==> config.mk <==
export PLATFORM = sky130hd
export DESIGN_NAME = apb_rr_master_flat
export DESIGN_NICKNAME = d
export VERILOG_FILES = /design/src/rtl/apb_rr_pkg.sv /design/src/rtl/apb_rr_master_if.sv /design/src/rtl/apb_rr_master_rr_arbiter.sv /design/src/rtl/apb_rr_master.sv /design/src/flat_wrapper.sv
export SDC_FILE = /design/constraint.sdc
export NUM_CORES = 1
export LEC_CHECK = 0
export CAP_MARGIN = 20
export CORE_MARGIN = 2
export CORE_UTILIZATION = 32
export DETAILED_ROUTE_END_ITERATION = 6
export HOLD_SLACK_MARGIN = 0.1
export MAX_ROUTING_LAYER = met4
export PLACE_DENSITY = 0.7
export SYNTH_ARGS = -nofsm -noshare
export SYNTH_HDL_FRONTEND = slang
export SYNTH_HIERARCHICAL = 1
export SYNTH_SLANG_ARGS = --single-unit
==> constraint.sdc <==
create_clock -name clk -period 3.9 [get_ports clk]
set_clock_uncertainty 0.1 [all_clocks]
set_input_delay 0.975 -clock clk [delete_from_list [all_inputs] [get_ports clk]]
set_output_delay 0.975 -clock clk [all_outputs]
set_load 0.005 [all_outputs]
==> src/rtl/apb_rr_pkg.sv <==
// Shared types and helpers for the round-robin APB master.
package apb_rr_pkg;

    typedef enum logic [1:0] {
        IDLE   = 2'd0,
        SETUP  = 2'd1,
        ACCESS = 2'd2
    } state_t;

    localparam int unsigned DEFAULT_TIMEOUT = 16;

    // Successor of idx in a ring of n requesters.
    function automatic int unsigned rr_next(input int unsigned idx, input int unsigned n);
        return (idx + 32'd1 >= n) ? 32'd0 : idx + 32'd1;
    endfunction

endpackage

==> src/rtl/apb_rr_master_if.sv <==
// APB signal set shared by the master and the slave side.
interface apb_rr_master_if #(
    parameter int unsigned ADDR_W = 32,
    parameter int unsigned DATA_W = 32
);
    logic [ADDR_W-1:0] paddr;
    logic [DATA_W-1:0] pwdata;
    logic [DATA_W-1:0] prdata;
    logic              pwrite;
    logic              psel;
    logic              penable;
    logic              pready;
    logic              pslverr;

    // Transfer handshake: psel opens it, penable marks ACCESS, pready closes it.
    modport master (
        output paddr, pwdata, pwrite, psel, penable,
        input  prdata, pready, pslverr
    );

    modport slave (
        input  paddr, pwdata, pwrite, psel, penable,
        output prdata, pready, pslverr
    );
endinterface

==> src/rtl/apb_rr_master_rr_arbiter.sv <==
// Round-robin arbiter: one-hot grant searched from a rotating start pointer.
module rr_arbiter
    import apb_rr_pkg::*;
#(
    parameter int unsigned NUM_REQ = 2
) (
    input  logic               clk,
    input  logic               rst,
    input  logic [NUM_REQ-1:0] req,
    input  logic               upd_en,
    output logic [NUM_REQ-1:0] gnt,
    output logic               any
);
    localparam int unsigned IDX_W = (NUM_REQ > 1) ? $clog2(NUM_REQ) : 1;

    // ptr_q is the first index searched; it moves to one past the winner.
    logic [IDX_W-1:0] ptr_q, ptr_d;
    logic [IDX_W-1:0] idx, win;

    always_comb begin
        gnt = '0;
        any = 1'b0;
        win = ptr_q;
        idx = ptr_q;
        for (int k = 0; k < NUM_REQ; k++) begin
            if (!any && req[idx]) begin
                any      = 1'b1;
                gnt[idx] = 1'b1;
                win      = idx;
            end
            idx = IDX_W'(rr_next(32'(idx), NUM_REQ));
        end
        ptr_d = ptr_q;
        if (upd_en && any) begin
            ptr_d = IDX_W'(rr_next(32'(win), NUM_REQ));
        end
    end

    always_ff @(posedge clk or posedge rst) begin
        if (rst) begin
            ptr_q <= '0;
        end else begin
            ptr_q <= ptr_d;
        end
    end

endmodule

==> src/rtl/apb_rr_master.sv <==
// APB master sharing one bus between NUM_REQ requesters, round-robin, with
// an ACCESS wait-state timeout.
module apb_rr_master
    import apb_rr_pkg::*;
#(
    parameter int unsigned NUM_REQ = 2,
    parameter int unsigned ADDR_W  = 32,
    parameter int unsigned DATA_W  = 32,
    parameter int unsigned TIMEOUT = DEFAULT_TIMEOUT
) (
    input  logic                      clk,
    input  logic                      rst,
    input  logic [NUM_REQ-1:0]        req_valid,
    input  logic [NUM_REQ-1:0]        req_write,
    input  logic [NUM_REQ*ADDR_W-1:0] req_addr,
    input  logic [NUM_REQ*DATA_W-1:0] req_wdata,
    output logic [NUM_REQ-1:0]        req_ready,
    output logic [NUM_REQ-1:0]        rsp_valid,
    output logic [DATA_W-1:0]         rsp_rdata,
    output logic                      rsp_err,
    output state_t                    dbg_state,
    apb_rr_master_if.master           apb
);
    localparam int unsigned CNT_W = $clog2(TIMEOUT + 1);
    localparam logic [CNT_W-1:0] CNT_LAST = CNT_W'(TIMEOUT - 1);

    state_t              state_q, state_d;
    logic [NUM_REQ-1:0]  gnt_q, gnt_d;
    logic [ADDR_W-1:0]   paddr_q, paddr_d;
    logic [DATA_W-1:0]   pwdata_q, pwdata_d;
    logic                pwrite_q, pwrite_d;
    logic                psel_q, psel_d;
    logic                penable_q, penable_d;
    logic [NUM_REQ-1:0]  req_ready_q, req_ready_d;
    logic [NUM_REQ-1:0]  rsp_valid_q, rsp_valid_d;
    logic [DATA_W-1:0]   rsp_rdata_q, rsp_rdata_d;
    logic                rsp_err_q, rsp_err_d;
    logic [CNT_W-1:0]    cnt_q, cnt_d;
    logic [NUM_REQ-1:0]  arb_gnt;
    logic                arb_any;

    rr_arbiter #(.NUM_REQ(NUM_REQ)) u_arb (
        .clk    (clk),
        .rst    (rst),
        .req    (req_valid),
        .upd_en (state_q == IDLE),
        .gnt    (arb_gnt),
        .any    (arb_any)
    );

    always_comb begin
        state_d     = state_q;
        gnt_d       = gnt_q;
        paddr_d     = paddr_q;
        pwdata_d    = pwdata_q;
        pwrite_d    = pwrite_q;
        psel_d      = psel_q;
        penable_d   = penable_q;
        cnt_d       = cnt_q;
        req_ready_d = '0;
        rsp_valid_d = '0;
        rsp_rdata_d = '0;
        rsp_err_d   = 1'b0;
        unique case (state_q)
            IDLE: begin
                if (arb_any) begin
                    state_d     = SETUP;
                    gnt_d       = arb_gnt;
                    psel_d      = 1'b1;
                    penable_d   = 1'b0;
                    req_ready_d = arb_gnt;
                    for (int i = 0; i < NUM_REQ; i++) begin
                        if (arb_gnt[i]) begin
                            paddr_d  = req_addr[i*ADDR_W +: ADDR_W];
                            pwdata_d = req_wdata[i*DATA_W +: DATA_W];
                            pwrite_d = req_write[i];
                        end
                    end
                end
            end
            SETUP: begin
                state_d   = ACCESS;
                penable_d = 1'b1;
                cnt_d     = '0;
            end
            ACCESS: begin
                if (apb.pready) begin
                    state_d     = IDLE;
                    psel_d      = 1'b0;
                    penable_d   = 1'b0;
                    rsp_valid_d = gnt_q;
                    rsp_rdata_d = pwrite_q ? '0 : apb.prdata;
                    rsp_err_d   = apb.pslverr;
                end else if (cnt_q >= CNT_LAST) begin
                    // Hung slave: give up after TIMEOUT ACCESS cycles.
                    state_d     = IDLE;
                    psel_d      = 1'b0;
                    penable_d   = 1'b0;
                    rsp_valid_d = gnt_q;
                    rsp_err_d   = 1'b1;
                end else begin
                    cnt_d = cnt_q + 1'b1;
                end
            end
            default: state_d = IDLE;
        endcase
    end

    always_ff @(posedge clk or posedge rst) begin
        if (rst) begin
            state_q     <= IDLE;
            gnt_q       <= '0;
            paddr_q     <= '0;
            pwdata_q    <= '0;
            pwrite_q    <= 1'b0;
            psel_q      <= 1'b0;
            penable_q   <= 1'b0;
            req_ready_q <= '0;
            rsp_valid_q <= '0;
            rsp_rdata_q <= '0;
            rsp_err_q   <= 1'b0;
            cnt_q       <= '0;
        end else begin
            state_q     <= state_d;
            gnt_q       <= gnt_d;
            paddr_q     <= paddr_d;
            pwdata_q    <= pwdata_d;
            pwrite_q    <= pwrite_d;
            psel_q      <= psel_d;
            penable_q   <= penable_d;
            req_ready_q <= req_ready_d;
            rsp_valid_q <= rsp_valid_d;
            rsp_rdata_q <= rsp_rdata_d;
            rsp_err_q   <= rsp_err_d;
            cnt_q       <= cnt_d;
        end
    end

    assign apb.paddr   = paddr_q;
    assign apb.pwdata  = pwdata_q;
    assign apb.pwrite  = pwrite_q;
    assign apb.psel    = psel_q;
    assign apb.penable = penable_q;
    assign req_ready   = req_ready_q;
    assign rsp_valid   = rsp_valid_q;
    assign rsp_rdata   = rsp_rdata_q;
    assign rsp_err     = rsp_err_q;
    assign dbg_state   = state_q;

endmodule

==> src/flat_wrapper.sv <==
// flat-port wrapper written by rule: the top's interface ports become plain ports
module apb_rr_master_flat import apb_rr_pkg::*;
#(
    parameter int unsigned NUM_REQ = 2,
    parameter int unsigned ADDR_W  = 32,
    parameter int unsigned DATA_W  = 32,
    parameter int unsigned TIMEOUT = DEFAULT_TIMEOUT
)
  (clk, rst, req_valid, req_write, req_addr, req_wdata, req_ready, rsp_valid, rsp_rdata, rsp_err, dbg_state, apb_paddr, apb_pwdata, apb_pwrite, apb_psel, apb_penable, apb_prdata, apb_pready, apb_pslverr);
  apb_rr_master_if #(.ADDR_W(ADDR_W), .DATA_W(DATA_W)) apb_i ();
  input  logic clk;
  input  logic rst;
  input  logic [NUM_REQ-1:0] req_valid;
  input  logic [NUM_REQ-1:0] req_write;
  input  logic [NUM_REQ*ADDR_W-1:0] req_addr;
  input  logic [NUM_REQ*DATA_W-1:0] req_wdata;
  output logic [NUM_REQ-1:0] req_ready;
  output logic [NUM_REQ-1:0] rsp_valid;
  output logic [DATA_W-1:0] rsp_rdata;
  output logic rsp_err;
  output state_t dbg_state;
  output wire logic [$bits(apb_i.paddr)-1:0] apb_paddr;
  output wire logic [$bits(apb_i.pwdata)-1:0] apb_pwdata;
  output wire logic [$bits(apb_i.pwrite)-1:0] apb_pwrite;
  output wire logic [$bits(apb_i.psel)-1:0] apb_psel;
  output wire logic [$bits(apb_i.penable)-1:0] apb_penable;
  input wire logic [$bits(apb_i.prdata)-1:0] apb_prdata;
  input wire logic [$bits(apb_i.pready)-1:0] apb_pready;
  input wire logic [$bits(apb_i.pslverr)-1:0] apb_pslverr;
  assign apb_paddr = apb_i.paddr;
  assign apb_pwdata = apb_i.pwdata;
  assign apb_pwrite = apb_i.pwrite;
  assign apb_psel = apb_i.psel;
  assign apb_penable = apb_i.penable;
  assign apb_i.prdata = apb_prdata;
  assign apb_i.pready = apb_pready;
  assign apb_i.pslverr = apb_pslverr;
  apb_rr_master #(.NUM_REQ(NUM_REQ), .ADDR_W(ADDR_W), .DATA_W(DATA_W), .TIMEOUT(TIMEOUT)) u_core (.clk(clk), .rst(rst), .req_valid(req_valid), .req_write(req_write), .req_addr(req_addr), .req_wdata(req_wdata), .req_ready(req_ready), .rsp_valid(rsp_valid), .rsp_rdata(rsp_rdata), .rsp_err(rsp_err), .dbg_state(dbg_state), .apb(apb_i));
endmodule
---- Word-level counts from Yosys, hierarchy flattened ----
Index checks and enable logic that the tools add are counted.
storage, ports and cells
  register bits after elaboration ......... 114
  input port bits ......................... 168
operators by class
  order comparisons ....................... 7
  mux-type cells .......................... 45
  bitwise logic cells ..................... 1
  reductions and logical operators ........ 16
  $add $sub $neg .......................... 3
  equal/unequal tests ..................... 6
operators with widths
  operator             count
  $mux 32              7
  $mux 1               20
  $mux 2               10
  $reduce_and 3->1     4
  $mux 5               2
  $pmux 5 s2           1
  $pmux 2 s3           1
  $reduce_bool 2->1    3
  $add 5x1->5 const B  1
  $ge 5x4->1 const B   1
  $add 1x1->2 const B  2
  $ge 2x2->1 const B   2
  $logic_and 1x1->1    4
  $lt 1x2->1 const B   2
  $ne 2x2->1 const B   2
  $reduce_and 2->1     2
  $ne 3x2->1 const B   1
  $pmux 1 s3           1
  $reduce_bool 3->1    1
  $demux 1 s1          2
  $eq 2x1->1 const B   1
  $eq 2x2->1 const B   1
  $ge 1x1->1 const B   2
  $logic_not 2->1      1
  4 further kinds      4

---- Longest topological paths before layout ----
  depth in word-level cells ............... 11
  gate-level depth with buffers ........... 7

---- Cells and area by module ----
Netlist, hierarchy kept.
by module, submodules not included
  module         instances  cells an instance  sequential area each (um2)  area each (um2)
  apb_rr_master  1          340                2827.7                      5185.0
  rr_arbiter     1          8                  25.0                        65.1

---- Least setup slack after synthesis ----
Ideal clock, no wire load.
  kind .................................... input -> register
  from .................................... input port req_valid[1]
  to ...................................... register u_core.pwdata_q[10], in the netlist u_core/apb.pwdata[10]
  library setup time ...................... 0.125 ns
  arrival time ............................ 2.319 ns
  path buffers ............................ 3
  stages .................................. 6
  setup slack ............................. 1.356 ns
  path through ............................ a21boi_1 -> clkbuf_1 -> buf_2 -> buf_2 -> mux2_2 -> mux2_4
between the ends
  word-level cells in the longest chain between the ends .. 8
  elaborated cells between the ends (all ways) .. 14
  those cells by class .................... mux: 9; bitwise: 1; reduce/logical: 4
RTL lines
  what                                        RTL line                        source
  from (decl)                                 flat_wrapper.sv:13              input logic [NUM_REQ-1:0] req_valid;
  $mux 1 (implied by the code) (2 in series)  apb_rr_master_rr_arbiter.sv:26  if (!any && req[idx]) begin
  $mux 1                                      apb_rr_master_rr_arbiter.sv:26
  $logic_not 1->1                             apb_rr_master_rr_arbiter.sv:26
  $logic_and 1x1->1                           apb_rr_master_rr_arbiter.sv:26
  $mux 2                                      apb_rr_master_rr_arbiter.sv:26
  $reduce_bool 2->1 (no source line)          n/a
  $reduce_and 3->1 (no source line)           n/a
  to (signal assigned)                        apb_rr_master.sv:127            pwdata_q <= pwdata_d;
  to (decl)                                   apb_rr_master.sv:30             logic [DATA_W-1:0] pwdata_q, pwdata_d;
Parallel ways exist; a longest one is shown, timed or not. The select of a mux whose other input is x is not followed.
A chain may end at the register's enable or synchronous reset.

---- Worst setup path in the final report ----
  from .................................... input port req_valid[0]
  to ...................................... register u_core.paddr_q[29], in the netlist u_core/apb.paddr[29]
between the ends
  elaborated cells between the ends (all ways) .. 14
  those cells by class .................... mux: 9; bitwise: 1; reduce/logical: 4
RTL lines
  what                                        RTL line                        source
  $mux 1 (implied by the code) (2 in series)  apb_rr_master_rr_arbiter.sv:26
  $mux 1                                      apb_rr_master_rr_arbiter.sv:26
  $logic_not 1->1                             apb_rr_master_rr_arbiter.sv:26
  $logic_and 1x1->1                           apb_rr_master_rr_arbiter.sv:26
  $mux 1 *                                    apb_rr_master_rr_arbiter.sv:26
  net u_core.arb_any                          apb_rr_master.sv:40             logic arb_any;
  $reduce_and 3->1 (no source line) *         n/a
  to (signal assigned)                        apb_rr_master.sv:126            paddr_q <= paddr_d;
  to (decl)                                   apb_rr_master.sv:29             logic [ADDR_W-1:0] paddr_q, paddr_d;
The timed path passes the listed nets; every way through them passes the cells marked *. The select of a mux whose other input is x is not followed.

==> impl_metrics.yaml <==
outcome:
  outcome: "finished clean"
clock_tree:
  cts.sinks: 114
  cts_setup_buffers: 0
  cts_hold_buf: 0
  cts_buffers: 17
  cts_tree: "done"
  cts_root_buf: "clkbuf_16"
  clkTransAtPathRegs_ns: 0.05
  clk_latency_ns: 0.41
  cts_resized: 0
  h-tree-depth: 4
  clockBufferDepth: 2
setup_path:
  cp_max_fo: 34
  worstSetupPathType: "input pin to flip-flop"
  worstReg2RegStart: "u_core/cnt_q[0]"
  required_ns: 4.09
  cp-start-kind: "input pin"
  crit_start: "req_valid[0]"
  end_kind: "flip-flop"
  crit_arrival_ns: 3.16
sta:
  finalWorstPathRequiredPeriod_ns: 2.98
  rsz0062_at_grt: "no"
  hold_slack_ns: 0.384
  fmax_ghz: 0.336
  timing.final.crit_share_pct: 76.3
  drv_slew: 0
  finalSetupTns_ns: 0
  tightest_slew_ns: 0.890
  finalHoldViolCount: 0
  relSlewSlack_pct: 40.7
  layout_setup_ws_ns: 0.923
  setup_viol: 0
logic_synthesis:
  syn_nets: 518
  synth_top_area_share_pct: 54.3
  synth_seq_cells: 114
  synth_ff_type: "dfrtp_1"
  synth_edf_count: 0
  synth_cell_types: 33
  synth_area_um2: 5250
  syn_inst: 348
  synth_top_area_cell: "dfrtp_1"
  synth_area_leaders: "dfrtp_1 54%, mux2_2 18%, mux2_4 14%"
  avgSynthCellArea_um2: 15.1
  ys_seq_area_share_pct: 54.3
  async_flop_share_pct: 100
  yosysWarnings: 6
route:
  vias_per_cell: 4.47
  ant_nets: 0
  wl_per_cell_um: 16.6
  vias: 3823
  finalWirelength_mm: 14.2
  drc: 0
  first_pass_iters: 4
  drtIter0Drc: 121
global_routing:
  grt_start_max_net_pins: 63
  use_met2_pct: 28.8
  grt_util_met1_pct: 19.0
  grt_pass1_vias: 4364
  grt-busiest-layer: "met2"
  grtUsageTotal_pct: 17.3
  grt_pass1_wl_mm: 22.7
  overflow: 0
  use_met3_pct: 6.42
  antenna_found_initial: 0
cells_and_area:
  final_area_um2: 8780
  drive_gt1_share_pct: 26.9
  nets: 796
  stdcell_count: 855
  num_antenna_cells: 0
  syn_to_final_growth_pct: 67.2
  fillers: 1350
  finalCoreUtilization_pct: 55.0
min_path:
  hold_class: "flip-flop to flip-flop"
  hp-start: "u_core/gnt_q[1]"
floorplan:
  rows: 46
  core_um2: 15900
  initial_utilization_pct: 32.9
  die_area_um2: 17400
  top_level_ports: 274
  die_h_um: 132
  fp.dieW_um: 132
pwr:
  powerDensity_nw_per_um2: 668
  irDropWorstVdd_v: 0.000269
  totalPowerFinal_mw: 5.86
  p_leak_nw: 3.77
place:
  portBuffers: 273
  post-place-cells: 823
  gp_congestion: 0.790
  place_area_um2: 8140
  dp_hpwl_mm: 10.7
  dp_slack_ns: 0.497
job:
  maxCapViolCount: 0
-- synthesized netlist by cell type (all sizes together), types with 2 or more instances --
library cell,n
mux2,132
dfrtp,114
and2,37
buf,12
clkbuf,8
inv,8
a21oi,5
a21boi,4
and3,4
a31oi,2
a32o,2
ha,2
nor3,2
o21ai,2
-- path summary, 6_finish.rpt --
kind / end / slack (ns) / cells after the start
max: u_core/apb.paddr[29] / 0.92 / 6
min: u_core/rsp_valid[1] / 0.38 / 1
max reg2reg: u_core/rsp_valid[0] / 1.47 / 6
min reg2reg: u_core/rsp_valid[1] / 0.38 / 1
max in group asynchronous: u_core/rsp_rdata[1] / 2.09 / 3
min in group asynchronous: u_core/u_arb/ptr_q / 0.69 / 2
-- sequential cells by signal, summed over array words and instances (netlist names) --
name	cells
u_core/apb.paddr	32
u_core/apb.penable	1
u_core/apb.psel	1
u_core/apb.pwdata	32
u_core/apb.pwrite	1
u_core/cnt_q	5
u_core/dbg_state	2
u_core/gnt_q	2
u_core/req_ready	2
u_core/rsp_err	1
u_core/rsp_rdata	32
u_core/rsp_valid	2
u_core/u_arb/ptr_q	1
-- cells in the final DEF, fill, tap and decap left out, drive strengths merged, types with 2 or more instances in the layout --
master / count
ha: 2
and2: 37
a32o: 2
a31oi: 2
o21ai: 2
nor3: 2
clkbuf: 23
buf: 6
bufinv: 4
dfrtp: 114
a21boi: 4
clkinv: 4
and3: 4
mux2: 132
clkdlybuf4s50: 273
a21oi: 5
clkinvlp: 2
inv: 7
-- final cells by class --
class / count / area (um2) / share of cell area (%)
Sequential cell: 114 / 2850 / 32.5
Timing Repair Buffer: 279 / 2790 / 31.8
Multi-Input combinational cell: 206 / 2190 / 25.0
Clock buffer: 23 / 488 / 5.56
Tap cell: 216 / 270 / 3.08
Clock inverter: 9 / 151 / 1.73
Inverter: 8 / 33.8 / 0.385
-- routing by layer --
layer | vias up | part of all wire (%)
met4 | 0 | 1.8
met1 | 1839 | 39
met2 | 189 | 50
li1 | 1771 | -
met3 | 24 | 8.7
met5 | - | 0
-- where the power goes --
part,internal [mW],switching [mW]
combinational,1.58,0.719
sequential,1.62,0.275
clock,1.13,0.534
-- cells by family (layout without fill, tap and decap cells) --
family | count (synthesis) | after routing | synth area share [%]
muxes | 132 | 132 | 31.9
DFF | 114 | 114 | 54.3
and+or+nand+nor | 51 | 51 | 6.20
buffers and inverters | 28 | 319 | 4.17
AOI/OAI and AO/OA | 21 | 21 | 2.93
adders and majority gates | 2 | 2 | 0.477
-- critical path, stage by stage --
cell,delay [ns]
clkdlybuf4s50_1,0.56
or2_1,0.13
nor3b_4,0.35
o21a_4,0.43
buf_12,0.30
mux2_2,0.37
Power figures use the tool's default switching activity.
